--- config.mk ---
export PLATFORM = sky130hd
export DESIGN_NAME = datatype_unpack_cast
export DESIGN_NICKNAME = d
export VERILOG_FILES = /design/src/rtl/datatype_unpack_cast_pkg.sv /design/src/rtl/datatype_unpack_cast_lane_widen_shift.sv /design/src/rtl/datatype_unpack_cast.sv
export SDC_FILE = /design/constraint.sdc
export NUM_CORES = 1
export LEC_CHECK = 0
export ABC_AREA = 0
export CAP_MARGIN = 10
export CORE_MARGIN = 2
export CORE_UTILIZATION = 41
export DETAILED_ROUTE_END_ITERATION = 8
export PLACE_DENSITY = 0.65
export SYNTH_ARGS = -nofsm -noshare
export SYNTH_HDL_FRONTEND = slang
export SYNTH_HIERARCHICAL = 1
export SYNTH_SLANG_ARGS = --single-unit
--- constraint.sdc ---
create_clock -name clk -period 4.1 [get_ports clk]
set_input_delay 0.615 -clock clk [delete_from_list [all_inputs] [get_ports clk]]
set_output_delay 0.615 -clock clk [all_outputs]
set_load 0.02 [all_outputs]
--- src/rtl/datatype_unpack_cast_pkg.sv ---
// Shared definitions for the widening cast: fn opcodes, immediate field
// positions and the lane-mode / lane-count table.
package datatype_unpack_cast_pkg;

    localparam logic [3:0] FN_UP16 = 4'b0011;  // 2 x 16-bit lanes
    localparam logic [3:0] FN_UP8  = 4'b0100;  // 4 x 8-bit lanes
    localparam logic [3:0] FN_UP4  = 4'b0101;  // 8 x 4-bit lanes

    // immediate: [5:0] input fraction bits, [21:16] output fraction bits
    localparam int IMM_IN_FRAC_LSB  = 0;
    localparam int IMM_OUT_FRAC_LSB = 16;
    localparam int FRAC_W           = 6;

    typedef enum logic [1:0] {
        MODE_32 = 2'd0,
        MODE_16 = 2'd1,
        MODE_8  = 2'd2,
        MODE_4  = 2'd3
    } lane_mode_e;

    // Unknown opcodes fall back to a single 32-bit pass lane.
    function automatic lane_mode_e mode_of_fn(input logic [3:0] fn);
        case (fn)
            FN_UP16: mode_of_fn = MODE_16;
            FN_UP8:  mode_of_fn = MODE_8;
            FN_UP4:  mode_of_fn = MODE_4;
            default: mode_of_fn = MODE_32;
        endcase
    endfunction

    // Index of the last lane (lane count - 1).
    function automatic logic [2:0] last_lane(input lane_mode_e m);
        case (m)
            MODE_16: last_lane = 3'd1;
            MODE_8:  last_lane = 3'd3;
            MODE_4:  last_lane = 3'd7;
            default: last_lane = 3'd0;
        endcase
    endfunction

endpackage

--- src/rtl/datatype_unpack_cast_lane_widen_shift.sv ---
// lane_widen_shift: combinational lane select, sign-extend and fraction
// realignment shift. Define DCAST_SAT_EN to saturate left-shift overflow
// instead of wrapping.
module lane_widen_shift
    import datatype_unpack_cast_pkg::*;
#(
    parameter int W = 32
) (
    input  logic [W-1:0] word,
    input  logic [1:0]   mode,
    input  logic [2:0]   lane_idx,
    input  logic         shift_left,
    input  logic [5:0]   shift_amt,
    output logic [W-1:0] elem
);

    logic [W-1:0] sel;
    logic [W-1:0] ext;

    // Pick the active lane and sign-extend it to the full element width
    always_comb begin
        sel = '0;
        ext = '0;
        case (lane_mode_e'(mode))
            MODE_16: begin
                sel = word >> {lane_idx[0], 4'b0000};
                ext = {{(W-16){sel[15]}}, sel[15:0]};
            end
            MODE_8: begin
                sel = word >> {lane_idx[1:0], 3'b000};
                ext = {{(W-8){sel[7]}}, sel[7:0]};
            end
            MODE_4: begin
                sel = word >> {lane_idx, 2'b00};
                ext = {{(W-4){sel[3]}}, sel[3:0]};
            end
            default: ext = word;
        endcase
    end

`ifdef DCAST_SAT_EN
    logic [2*W-1:0] wide;
    logic           ovf;

    // Left shift in double width so bits pushed past the sign can be seen;
    // shifts of W or more overflow for any nonzero lane.
    always_comb begin
        wide = {{W{ext[W-1]}}, ext} << shift_amt;
        if (shift_amt >= 6'(W))
            ovf = (ext != '0);
        else
            ovf = (wide[2*W-1:W-1] != {(W+1){ext[W-1]}});
    end
`endif

    // Realign the fraction: left shift widens, arithmetic right shift narrows
    always_comb begin
        elem = '0;
        if (shift_left) begin
`ifdef DCAST_SAT_EN
            if (ovf)
                elem = ext[W-1] ? {1'b1, {(W-1){1'b0}}} : {1'b0, {(W-1){1'b1}}};
            else
                elem = wide[W-1:0];
`else
            elem = ext << shift_amt;
`endif
        end else if (shift_amt >= 6'(W)) begin
            elem = {W{ext[W-1]}};
        end else begin
            elem = $signed(ext) >>> shift_amt;
        end
    end

endmodule

--- src/rtl/datatype_unpack_cast.sv ---
// datatype_unpack_cast: streaming widening cast. Captures one packed word
// per accept and emits one sign-extended, fraction-realigned element per
// cycle. Optional DCAST_SAT_EN saturates left-shift overflow (see
// lane_widen_shift).
module datatype_unpack_cast
    import datatype_unpack_cast_pkg::*;
#(
    parameter int FUNCTION_BITS = 4,
    parameter int BIT_WIDTH     = 32
) (
    input  logic                     clk,
    input  logic                     reset,
    input  logic                     in_valid,
    output logic                     in_ready,
    input  logic [BIT_WIDTH-1:0]     in_data,
    input  logic [FUNCTION_BITS-1:0] fn,
    input  logic [31:0]              immediate,
    output logic                     out_valid,
    input  logic                     out_ready,
    output logic [BIT_WIDTH-1:0]     out_data,
    output logic                     out_last
);

    logic                 busy_q,  busy_d;
    logic [2:0]           idx_q,   idx_d;
    logic [BIT_WIDTH-1:0] word_q,  word_d;
    lane_mode_e           mode_q,  mode_d;
    logic                 shl_q,   shl_d;
    logic [5:0]           amt_q,   amt_d;

    logic [FRAC_W-1:0]    in_frac, out_frac;
    logic                 accept;
    logic [BIT_WIDTH-1:0] elem;
    logic                 unused_imm;

    assign in_frac    = immediate[IMM_IN_FRAC_LSB  +: FRAC_W];
    assign out_frac   = immediate[IMM_OUT_FRAC_LSB +: FRAC_W];
    assign unused_imm = ^{immediate[31:22], immediate[15:6]};

    // Handshake outputs: a new word may land on the last-lane handshake
    always_comb begin
        out_valid = busy_q;
        out_last  = busy_q && (idx_q == last_lane(mode_q));
        in_ready  = !busy_q || (out_ready && out_last);
        accept    = in_valid && in_ready;
        out_data  = busy_q ? elem : '0;
    end

    // Next state: capture on accept, otherwise step lanes on each output handshake
    always_comb begin
        busy_d = busy_q;
        idx_d  = idx_q;
        word_d = word_q;
        mode_d = mode_q;
        shl_d  = shl_q;
        amt_d  = amt_q;
        if (accept) begin
            busy_d = 1'b1;
            idx_d  = '0;
            word_d = in_data;
            mode_d = mode_of_fn(fn);
            if (out_frac > in_frac) begin
                shl_d = 1'b1;
                amt_d = out_frac - in_frac;
            end else begin
                shl_d = 1'b0;
                amt_d = in_frac - out_frac;
            end
        end else if (busy_q && out_ready) begin
            if (out_last) begin
                busy_d = 1'b0;
                idx_d  = '0;
            end else begin
                idx_d  = idx_q + 3'd1;
            end
        end
    end

    // Holding registers; reset drops any partial word
    always_ff @(posedge clk or negedge reset) begin
        if (!reset) begin
            busy_q <= 1'b0;
            idx_q  <= '0;
            word_q <= '0;
            mode_q <= MODE_32;
            shl_q  <= 1'b0;
            amt_q  <= '0;
        end else begin
            busy_q <= busy_d;
            idx_q  <= idx_d;
            word_q <= word_d;
            mode_q <= mode_d;
            shl_q  <= shl_d;
            amt_q  <= amt_d;
        end
    end

    lane_widen_shift #(.W(BIT_WIDTH)) u_lane (
        .word       (word_q),
        .mode       (mode_q),
        .lane_idx   (idx_q),
        .shift_left (shl_q),
        .shift_amt  (amt_q),
        .elem       (elem)
    );

endmodule

After elaboration in Yosys (flattened, before gate mapping) --
Index checks and enable logic that the tools add are counted.
Storage, ports and cells: bits in registers 45, input port bits 72, output and inout bits 35, logic and storage cells 46
Operators by class: add/subtract/negate cells 3, magnitude comparators 2, eq/ne operators 7, shifts and indexed selects 5, multiplexer cells 14, reduce and logical (&&, ||, !) cells 9
Operators by type and width (count):
- $mux W32 | 3
- $pmux W32 S3 | 1
- $shl A32 B6 Y32 | 1
- $shr A32 B5 Y16 | 1
- $shr A32 B5 Y4 | 1
- $shr A32 B5 Y8 | 1
- $sshr A32 B6 Y32 | 1
- $sub A6 B6 Y6 | 2
- $mux W3 | 3
- $pmux W3 S3 | 1
- $eq A4 B3 Y1 const B | 2
- $ge A6 B6 Y1 const B | 1
- $gt A6 B6 Y1 | 1
- $mux W6 | 1
- $pmux W2 S3 | 1
- $eq A2 B2 Y1 const B | 2
- $eq A4 B2 Y1 const B | 1
- $logic_and A1 B1 Y1 | 4
- $mux W1 | 4
- $reduce_bool A2 Y1 | 2
- $add A3 B1 Y3 const B | 1
- $eq A3 B3 Y1 | 1
- $eq A2 B1 Y1 const B | 1
- $reduce_and A2 Y1 | 1
- other kinds (2) | 2

Longest topological paths before layout --
word-level depth 9, mapped depth 13, gate-level depth less buffers 9

Hierarchy --
Netlist, hierarchy kept.
Modules (own cells, without submodules):
- lane_widen_shift | times used 1, cells an instance 708, area each 5026.1 um^2, sequential area each 0.0 um^2
- datatype_unpack_cast | times used 1, cells an instance 223, area each 2632.5 um^2, sequential area each 1126.1 um^2

Least setup slack after synthesis --
No wires, ideal clock.
path type flip-flop to output port, start reg idx_q[0], end out out_data[28], arrival 3.385 ns, data required time 3.485 ns, setup slack 0.100 ns, cell stages (with the launch flop) 13, buffers on the path 4, cell sequence dfrtp_1 -> buf_2 -> buf_4 -> buf_2 -> buf_4 -> mux2i_1 -> a21oi_1 -> o32ai_1 -> mux2i_1 -> and2_1 -> mux4_2 -> a221o_1 -> and2_1
Between the ends: word-level cells in the longest chain between the ends 6, elaborated cells between the ends (all ways) 9, classes of those cells 5 x shift; 4 x mux
RTL lines:
- from (decl) | line datatype_unpack_cast.sv:25 | logic [2:0] idx_q, idx_d;
- from (signal assigned) | line datatype_unpack_cast.sv:90 | idx_q <= idx_d;
- $shr A32 B5 Y4 (tied with other cells) | line datatype_unpack_cast_lane_widen_shift.sv:34 | sel = word >> {lane_idx, 2'b00};
- $pmux W32 S3 * | line datatype_unpack_cast_lane_widen_shift.sv:24 | case (lane_mode_e'(mode))
- $sshr A32 B6 Y32 | line datatype_unpack_cast_lane_widen_shift.sv:71 | elem = $signed(ext) >>> shift_amt;
- $mux W32 | line datatype_unpack_cast_lane_widen_shift.sv:68 | end else if (shift_amt >= 6'(W)) begin
- $mux W32 * | line datatype_unpack_cast_lane_widen_shift.sv:59 | if (shift_left) begin
- named net elem[28] | line datatype_unpack_cast.sv:33 | logic [BIT_WIDTH-1:0] elem;
- $mux W32 * | line datatype_unpack_cast.sv:46 | out_data = busy_q ? elem : '0;
- to (decl) | line datatype_unpack_cast.sv:20 | output logic [BIT_WIDTH-1:0] out_data,
Mark *: on every way through the listed nets, which the timed path passes. The rest lies on a longest branch.

Final worst setup path --
Ends and elaborated chain as after synthesis.

==> metrics.yaml <==
routing:
  route.detailed.drc: 0
  drt_iter0_drc: 867
  routed.top_layer: "met4"
  routed_via_density: 6.391
  dr_wl_met3_um: 2823
  met1Wirelength_um: 13870
  vias: 8960
  dr_wl_met2_um: 14740
  final_antenna_net_count: 0
  routedWlPerCell_um: 23.17
  dr.pass1.iters: 5
  routed_wl_um: 32490
setup_path:
  cp_slowest_cell: "mux4_2"
  critical_path_depth: 13
  crit_buf_inv: 5
  slowest_delay_ns: 0.52
  r2r_start: "idx_q[1]"
  critical_path_class: "reg2out"
  crit_family: "multiplexers"
  crit_chain: "buf_12, buf_8, buf_6, mux4_2, a22o_1, o32ai_4, buf_6, mux2i_1, and2_4, mux4_2, a221o_1, and2_1, buf_2"
  cp.required_ns: 3.48
  rr_worst_depth: 6
  regToRegSetupSlack_ns: 1.94
  cp-startpoint: "idx_q[0]"
  crit_path_end_kind: "primary output"
  start_kind: "flop"
  worstPathArrival_ns: 3.77
  critPathMaxFanout: 5
placed_design:
  gp_congestion: 1.012
  dp_hpwl_um: 24730
  numPortBuffers: 86
  place_ws_ns: -0.5047
  place_inst: 1358
yosys:
  synthAdderAreaFrac_pct: 2.483
  synth_cell_types: 72
  synth_compound_area_share_pct: 28.41
  syn_inst: 931
  synth_top_family_by_area: "multiplexers"
  netlist.area_leader.share_pct: 14.70
  synth-seq-cells: 45
  synth_area_leaders: "dfrtp_1 (15%), mux4_2 (12%), mux2i_1 (9.3%), mux2_4 (6.5%), o21ai_0 (4.9%)"
  synth_edf_count: 0
  syn_nets: 1017
  syn_avg_cell_area_um2: 8.226
  netlist_area_um2: 7659
  synthSimpleGateAreaFrac_pct: 16.58
  yosysTopAreaCell: "dfrtp_1"
  seq_area_frac_synth_pct: 14.70
  synth-xor-area-share_pct: 0.6862
  postSynth.asyncResetShare_pct: 100.0
  muxShareOfSynthArea_pct: 30.45
  ys_warn_count: 6
  synth-main-ff-cell: "dfrtp_1"
status:
  violations: "setup timing"
  status: "finished with violations"
worst_hold_path:
  hold_class: "in2async"
global_route:
  track_usage_pct: 32.46
  overflow: 0
  grt_pass1_vias: 8706
  grt_max_degree: 52
  grt_pass1_wl_um: 50350
  antenna_found_initial: 0
sta:
  rsz0062_at_grt: "true"
  holdWs_ns: 0.4852
  setup_violations: 30
  fin_ws_ns: -0.2873
  relSlewSlack_pct: 30.32
  fin_crit_sh_pct: 107.0
  fin_worst_skew_ns: 0.01099
  maxSlewViolCount: 0
  finalHoldViolCount: 0
  period_needed_ns: 4.387
  tightestPinTransition_ns: 1.045
  fmax_mhz: 227.9
clock_tree:
  path_clk_slew_ns: 0.07
  cts_tree: "yes"
  cts_buffer_depth: 2
  ctsHtreeMaxLevel: 2
  clock-sinks: 45
  cts_root_buffer: "clkbuf_16"
  cts_buffers: 5
  clk_latency_ns: 0.31
  ctsHoldBuffers: 0
floorplanning:
  dieArea_um2: 19790
  rows: 49
  start_util_pct: 42.20
  io_pins: 107
  die_w_um: 140.7
  die_h_um: 140.7
  coreArea_um2: 18150
flow_run:
  cap_violations: 0
finish:
  drive_gt1_share_pct: 40.84
  diodes: 0
  final_common_cell: "buf_4"
  fin_cells: 1402
  areaGrowthSynthToFinish_pct: 43.88
  layout.nets: 1258
  layout_common_cells: "buf_4 (212), nand2_1 (89), nor2_1 (75)"
  final_core_util_pct: 60.72
## registers in the layout, indices dropped and copies added (netlist names)
register   flops
out_valid      1
shl_q          1
amt_q          6
word_q        32
mode_q         2
idx_q          3
## path summary, 6_finish.rpt
check | to
min reg2reg | amt_q[2]
max | out_data[28]
min in group clk | amt_q[2]
min | word_q[27]
max reg2reg | word_q[9]
max in group asynchronous | amt_q[1]
## cell usage after synthesis, types with 12 or more instances
library cell,n
nand2_1,92
mux2_2,16
and2_1,43
mux2_4,33
nor3_1,14
o21ai_0,75
a221oi_1,13
inv_1,22
nand3_1,17
a21oi_1,60
ha_1,12
o211ai_1,22
dfrtp_1,45
mux2i_1,71
nor2_1,81
clkbuf_1,62
buf_1,12
mux4_2,42
## repair_timing
item	4_1_cts	5_1_grt
setup endpoints to repair	32	32
setup buffers	30	6
resized for setup	242	65
pin swaps	53	23
## cells by family (layout without fill, tap and decap cells)
logic type / after synthesis / after routing
AO/OA/AOI/OAI: 315 / 315
XOR/XNOR: 6 / 6
adder cells (fa/ha/maj): 14 / 14
buffers and inverters: 114 / 356
flip-flops: 45 / 45
multiplexers: 162 / 162
AND/OR/NAND/NOR: 275 / 275
## layout make-up
class | instances | area [µm²]
Tap cell | 229 | 286.5
Clock buffer | 6 | 138.9
Inverter | 24 | 90.09
Sequential cell | 45 | 1131
Fill cell | 1577 | 7128
Timing Repair Buffer | 324 | 2758
Multi-Input combinational cell | 772 | 6599
Clock inverter | 2 | 16.27
## worst reg2reg max path, delay by kind of cell, from the launching register on
kind            cells  cell delay (ns)
flops               1             0.42
buf+inv             2             0.47
mux                 1             0.36
simple gates        1             0.39
compound gates      2             0.41
## layer usage
metal / up-vias / global-route usage [%]
li1: 4035 / -
met1: 4378 / 45.54
met2: 481 / 50.96
met3: 66 / 5.639
met4: 0 / 10.53
met5: - / 0
## through the flow
stage / area, µm² / setup TNS, ns
floorplan: 7659 / 0
global placement: 10000 / -9.514
detailed placement: 10000 / -10.27
CTS: 10720 / -2.909
global route: 11020 / -6.918
finish: 11020 / -3.909
Power is not shown: default switching activity piles up to over one toggle a cycle in this logic, so the estimate is an artifact.
